**src/rtl/fb_pkg.sv**
```systemverilog
// Shared types and default geometry for the framebuffer access path.
package fb_pkg;
  localparam int COLOR_W       = 24;
  localparam int SCREEN_WIDTH  = 640;
  localparam int SCREEN_HEIGHT = 480;
  localparam int FB_DEPTH      = SCREEN_WIDTH * SCREEN_HEIGHT;
  localparam int PIX_XW        = 10;
  localparam int PIX_YW        = 9;

  typedef struct packed {
    logic [7:0] red;
    logic [7:0] green;
    logic [7:0] blue;
  } rgb_t;

  typedef enum logic {RUN = 1'b0, CLEAR = 1'b1} fb_state_t;
endpackage

```
**src/rtl/fb_addr_gen.sv**
```systemverilog
// Pixel (x, y) range check and row-major linearisation; purely combinational.
module fb_addr_gen #(
  parameter int WIDTH  = fb_pkg::SCREEN_WIDTH,
  parameter int HEIGHT = fb_pkg::SCREEN_HEIGHT,
  parameter int ADDR_W = 19,
  parameter int XW     = fb_pkg::PIX_XW,
  parameter int YW     = fb_pkg::PIX_YW
) (
  input  logic [XW-1:0]     x,
  input  logic [YW-1:0]     y,
  output logic              in_range,
  output logic [ADDR_W-1:0] addr
);
  assign in_range = (32'(x) < 32'(WIDTH)) && (32'(y) < 32'(HEIGHT));
  assign addr     = ADDR_W'(y) * ADDR_W'(WIDTH) + ADDR_W'(x);
endmodule

```
**src/rtl/fb_access_ctrl.sv**
```systemverilog
// Single-port framebuffer arbiter: scan-out reads, raster writes and clear sweeps,
// one memory access per cycle with bounded write starvation.
module fb_access_ctrl
  import fb_pkg::*;
#(
  parameter int SCREEN_WIDTH  = fb_pkg::SCREEN_WIDTH,
  parameter int SCREEN_HEIGHT = fb_pkg::SCREEN_HEIGHT,
  parameter int ADDR_W        = 19,
  parameter int COLOR_W       = fb_pkg::COLOR_W,
  parameter int STARVE_LIMIT  = 8
) (
  input  logic               clk,
  input  logic               reset_n,
  input  logic               clear_req,
  input  logic [COLOR_W-1:0] clear_color,
  output logic               clear_busy,
  input  logic               pix_valid,
  output logic               pix_ready,
  input  logic [9:0]         pix_x,
  input  logic [8:0]         pix_y,
  input  logic [COLOR_W-1:0] pix_rgb,
  input  logic               scan_req,
  input  logic [ADDR_W-1:0]  scan_addr,
  output logic               scan_gnt,
  output logic               scan_rvalid,
  output logic [COLOR_W-1:0] scan_rdata,
  output logic               mem_en,
  output logic               mem_we,
  output logic [ADDR_W-1:0]  mem_addr,
  output logic [COLOR_W-1:0] mem_wdata,
  input  logic [COLOR_W-1:0] mem_rdata,
  output logic [15:0]        drop_count
);
  localparam int DEPTH = SCREEN_WIDTH * SCREEN_HEIGHT;
  localparam int SW    = $clog2(STARVE_LIMIT + 1);

  fb_state_t          state, state_nxt;
  logic [SW-1:0]      starve_cnt;
  logic [ADDR_W-1:0]  clr_cnt;
  logic [COLOR_W-1:0] clr_color;
  logic               vld_q;
  logic               pix_in_range;
  logic [ADDR_W-1:0]  pix_addr;
  logic               wr_pend, scan_win, gnt_scan, gnt_wr, gnt_pix, gnt_clr, clr_last;

  fb_addr_gen #(
    .WIDTH (SCREEN_WIDTH),
    .HEIGHT(SCREEN_HEIGHT),
    .ADDR_W(ADDR_W)
  ) u_addr (
    .x       (pix_x),
    .y       (pix_y),
    .in_range(pix_in_range),
    .addr    (pix_addr)
  );

  // Grants are gated by reset so every memory-side output is quiet while held.
  assign wr_pend  = (state == CLEAR) || pix_valid;
  assign scan_win = scan_req && (starve_cnt < SW'(STARVE_LIMIT));
  assign gnt_scan = reset_n && scan_win;
  assign gnt_wr   = reset_n && wr_pend && !scan_win;
  assign gnt_pix  = gnt_wr && (state == RUN);
  assign gnt_clr  = gnt_wr && (state == CLEAR);
  assign clr_last = (clr_cnt == ADDR_W'(DEPTH - 1));

  always_ff @(posedge clk or negedge reset_n) begin
    if (!reset_n) state <= RUN;
    else          state <= state_nxt;
  end

  always_comb begin
    state_nxt = state;
    case (state)
      RUN:   if (clear_req) state_nxt = CLEAR;
      CLEAR: if (gnt_clr && clr_last) state_nxt = RUN;
    endcase
  end

  always_comb begin
    clear_busy = (state == CLEAR);
    pix_ready  = gnt_pix;
    scan_gnt   = gnt_scan;
    mem_en     = 1'b0;
    mem_we     = 1'b0;
    mem_addr   = '0;
    mem_wdata  = '0;
    if (gnt_scan) begin
      mem_en   = 1'b1;
      mem_addr = scan_addr;
    end else if (gnt_clr) begin
      mem_en    = 1'b1;
      mem_we    = 1'b1;
      mem_addr  = clr_cnt;
      mem_wdata = clr_color;
    end else if (gnt_pix && pix_in_range) begin
      mem_en    = 1'b1;
      mem_we    = 1'b1;
      mem_addr  = pix_addr;
      mem_wdata = pix_rgb;
    end
  end

  always_ff @(posedge clk or negedge reset_n) begin
    if (!reset_n) begin
      starve_cnt <= '0;
      clr_cnt    <= '0;
      clr_color  <= '0;
      drop_count <= '0;
      vld_q      <= 1'b0;
    end else begin
      vld_q <= gnt_scan;
      // Only a scan win over a waiting write counts toward starvation.
      if (wr_pend && gnt_scan) starve_cnt <= starve_cnt + SW'(1);
      else                     starve_cnt <= '0;
      if (state == RUN && clear_req) begin
        clr_cnt   <= '0;
        clr_color <= clear_color;
      end else if (gnt_clr) begin
        clr_cnt <= clr_cnt + ADDR_W'(1);
      end
      if (gnt_pix && !pix_in_range && drop_count != 16'hFFFF)
        drop_count <= drop_count + 16'd1;
    end
  end

  assign scan_rvalid = vld_q;
  assign scan_rdata  = mem_rdata;
endmodule

```
**config.mk**
```make
export PLATFORM = sky130hd
export DESIGN_NAME = fb_access_ctrl
export DESIGN_NICKNAME = d
export VERILOG_FILES = /design/src/rtl/fb_pkg.sv /design/src/rtl/fb_addr_gen.sv /design/src/rtl/fb_access_ctrl.sv
export SDC_FILE = /design/constraint.sdc
export NUM_CORES = 1
export LEC_CHECK = 0
export BUFFER_PORTS_ARGS = -buffer_cell sky130_fd_sc_hd__buf_2
export CORE_MARGIN = 2
export CORE_UTILIZATION = 44
export CTS_BUF_LIST = sky130_fd_sc_hd__clkbuf_2
export DETAILED_ROUTE_END_ITERATION = 16
export GPL_TIMING_DRIVEN = 0
export PLACE_DENSITY = 0.78
export SLEW_MARGIN = 20
export SYNTH_ARGS = -nofsm -noshare
export SYNTH_HDL_FRONTEND = slang
export SYNTH_SLANG_ARGS = --single-unit
```
**constraint.sdc**
```tcl
create_clock -name clk -period 2.2 [get_ports clk]
set_input_delay 0 -clock clk [delete_from_list [all_inputs] [get_ports clk]]
set_output_delay 0 -clock clk [all_outputs]
set_load 0.005 [all_outputs]
```
==> flow_summary_export.csv <==
group,metric,value,unit
clock_network,cts_sinks,65,
critical_path,arrival,2300,ps
layout,layout.nets,795,
power_and_ir_drop,power_switching,1.09,mW
yosys,synth-adder-area-share,0.0687,
die,std_cell_rows,35,
critical_path,critPathMaxStageDelay,410,ps
global_routing,grt_max_degree,53,
power_and_ir_drop,combPwrFrac,0.311,
timing,layout_min_cycle_time,2300,ps
critical_path,worstSetupPathType,"in2out",
critical_path,critPathSlowestCell,"or3_1",
die,die_x,102,um
yosys,synthCells,429,
yosys,synth.avg_cell_area,9.84,um2
timing,hold_viol,0,
die,die_h,102,um
yosys,synth_area,4220,um2
outcome,status,"finished with violations",
layout,final_cell_mix,"buf_2, dfrtp_1, nor2_1",
critical_path,crit_path_max_fanout,4,
critical_path,reg2reg_slack,170,ps
yosys,synth_compound_area_frac,0.145,
timing,period_share,1.05,
layout,fin_util,0.654,
clock_network,cts.clk_slew.worst_paths,200,ps
critical_path,end_kind,"output port",
drt,drt_wl_total,12.9,mm
layout,drive_gt1_frac,0.457,
timing,setup_viol,5,
die,ioPinCount,204,
yosys,async_flop_share,1.00,
yosys,synth_top_family_by_area,"simple AND/OR/NAND/NOR gates",
timing,worstMarginPinSlew,599,ps
power_and_ir_drop,p_leak,3.16,nW
yosys,ys_seq_area_frac,0.385,
timing,rsz0062_at_grt,"true",
layout,instances_no_fill,792,
clock_network,cts_buffers,9,
power_and_ir_drop,power_density,573,nW/um2
clock_network,cts_root_buffer,"clkbuf_2",
drt,drc,0,
drt,drt_iter0_drc,198,
clock_network,clock_path_buffers,2,
yosys,synth-simple-area-share,0.176,
timing,max_freq,435,MHz
yosys,ys_warn_count,0,
layout,final_common_cell,"buf_2",
layout,fin_area,6070,um2
drt,viasPerCell,5.36,
critical_path,required,2200,ps
global_routing,grt_overflow,0,
die,die-area,10400,um2
timing,slew_viol_final,0,
yosys,synthXorXnorAreaFrac,0.0850,
yosys,synth.distinct_cells,58,
yosys,syn-num-nets,566,
power_and_ir_drop,vdd_drop_max,510,uV
layout,fillers,769,
placement,io_buffer_count,179,
drt,wire_per_inst,16.3,um
drt,dr.pass1.iters,4,
placement,dpl.hpwl,8.86,mm
global_routing,antenna_found_initial,0,
outcome,violations,"setup timing",
yosys,synth_mux_area_frac,0.0640,
timing,final.setup.worst_slack,-101,ps
yosys,synth_flop_cell,"dfrtp_1",
layout,antenna_cells,0,
global_routing,grt_pass1_wl,19.8,mm
critical_path,start_kind,"primary input",
clock_network,clkLatencyLatePin,480,ps
placement,place_inst,738,
timing,timing.slew.headroom,0.599,
yosys,ys_ff_latch,65,
power_and_ir_drop,seq_power_share,0.452,
timing,fin_skew,29.9,ps
layout,area_growth,43.7,%
power_and_ir_drop,clkPwrFrac,0.237,
placement,dp_slack,-386,ps
die,start_util,0.455,
drt,antenna_left,0,
min_path,hold_class,"in2async",
power_and_ir_drop,p_int,2.39,mW
yosys,synth-edff-count,0,
global_routing,grtUsageTotal,0.242,
power_and_ir_drop,finalPower,3.47,mW
placement,place_area,5310,um2
critical_path,crit_chain,"buf_8, ha_4, ha_4, fa_2, a211oi_4, nor2_2, nor2_2, nand3_2, or3_1, a21oi_2, buf_2",
clock_network,h-tree-depth,3,
placement,place_congestion,0.872,
die,core,9280,um2
global_routing,first_global_vias,4290,
drt,vias,4245,
clock_network,cts_tree,"yes",
power_and_ir_drop,p_sw_frac,0.313,
run,maxCapViolations,0,
-- cell usage after synthesis (2+ instances only) --
cell type / instances / area [um2]
dfrtp_1: 65 / 1630
nor2_1: 43 / 161
nand2_1: 27 / 101
xor2_1: 26 / 228
a22o_1: 24 / 210
buf_4: 24 / 180
mux2_2: 24 / 270
ha_1: 20 / 250
inv_1: 15 / 56.3
xnor2_1: 15 / 131
nand3_1: 14 / 70.1
and3_1: 13 / 81.3
clkbuf_1: 13 / 48.8
a222oi_1: 10 / 100
o21ai_1: 8 / 40.0
nand4_1: 7 / 43.8
nor3_1: 7 / 35.0
o21ai_0: 6 / 30.0
a221oi_1: 5 / 43.8
buf_2: 5 / 25.0
a21o_1: 4 / 30.0
a21oi_1: 4 / 20.0
a22oi_1: 4 / 30.0
nor2b_1: 3 / 18.8
or3_1: 3 / 18.8
a211oi_2: 2 / 25.0
fa_1: 2 / 40.0
nand2_2: 2 / 12.5
nand2b_1: 2 / 12.5
nor4_1: 2 / 12.5
nor4_2: 2 / 25.0
or3b_1: 2 / 17.5
-- flip-flops by register name, summed over array words and instances (netlist names) --
| signal | flops |
|---|---|
| drop_count | 16 |
| clear_busy | 1 |
| clr_color | 24 |
| clr_cnt | 19 |
| starve_cnt | 4 |
| scan_rvalid | 1 |
-- cell type report --
cell class | count | area (um2) | area share
flip-flops and latches | 65 | 1630 | 0.268
plain buffers | 41 | 292 | 0.0481
inverters | 16 | 60.1 | 0.00990
clock buffers | 9 | 45.0 | 0.00742
clock inverters | 7 | 93.8 | 0.0155
well taps | 129 | 161 | 0.0266
multi-input cells | 305 | 2450 | 0.404
repair buffers | 220 | 1340 | 0.220
-- layer usage --
metal  share of wire  up-vias  track usage  wire length (um)
met1            0.41     2029        0.300              5250
li1                -     1990            -                 -
met4           0.019        0       0.0779               249
met5               0        -            0                 0
met2            0.50      198        0.421              6470
met3           0.075       28       0.0540               966
-- critical path, delay by kind of cell --
kind,cells,cell delay [ps]
and+or+nand+nor,4,750
adders and majority gates,3,780
AOI/OAI and AO/OA,2,550
buffers and inverters,2,230
-- what timing repair did --
action	CTS	global route
setup endpoints to repair	53	45
resized for setup	41	27
hold buffers	28	0
hold endpoints to repair	93	0
pin swaps	25	16
setup buffers	10	2
-- metrics by stage --
step           setup TNS, ps  hold WS [ps]
5_1_grt                -1850          49.9
6_report                -314          56.1
2_1_floorplan              0          -296
3_5_place_dp           -1770          -130
4_1_cts                 -335          39.2
3_3_place_gp          -31800           167
-- cells by family (layout without fill, tap and decap cells) --
family          after synthesis  in the layout
compound gates               77             77
fa+ha+maj                    22             22
xor+xnor                     41             41
mux                          24             24
simple gates                141            141
flops                        65             65
buf+inv                      59            293
-- power by group through the flow --
stage	Combinational (mW)	Clock (mW)	Sequential [mW]
2_1_floorplan	0.590	0	1.54
3_3_place_gp	0.883	0	1.57
3_5_place_dp	0.920	0	1.59
4_1_cts	1.04	0.854	1.57
5_1_grt	1.19	0.910	1.60
6_report	1.08	0.823	1.57
-- path summary, 6_finish.rpt --
check / start / to / cells past startpoint
max in group asynchronous: reset_n / clear_busy / 4
hold / removal: reset_n / drop_count[9] / 2
setup reg to reg: clear_busy / clr_cnt[2] / 5
min in group clk: reset_n / clr_cnt[0] / 4
setup / recovery: pix_y[3] / mem_addr[18] / 11
hold reg to reg: starve_cnt[0] / starve_cnt[0] / 1
Power figures use the tool's default switching activity.
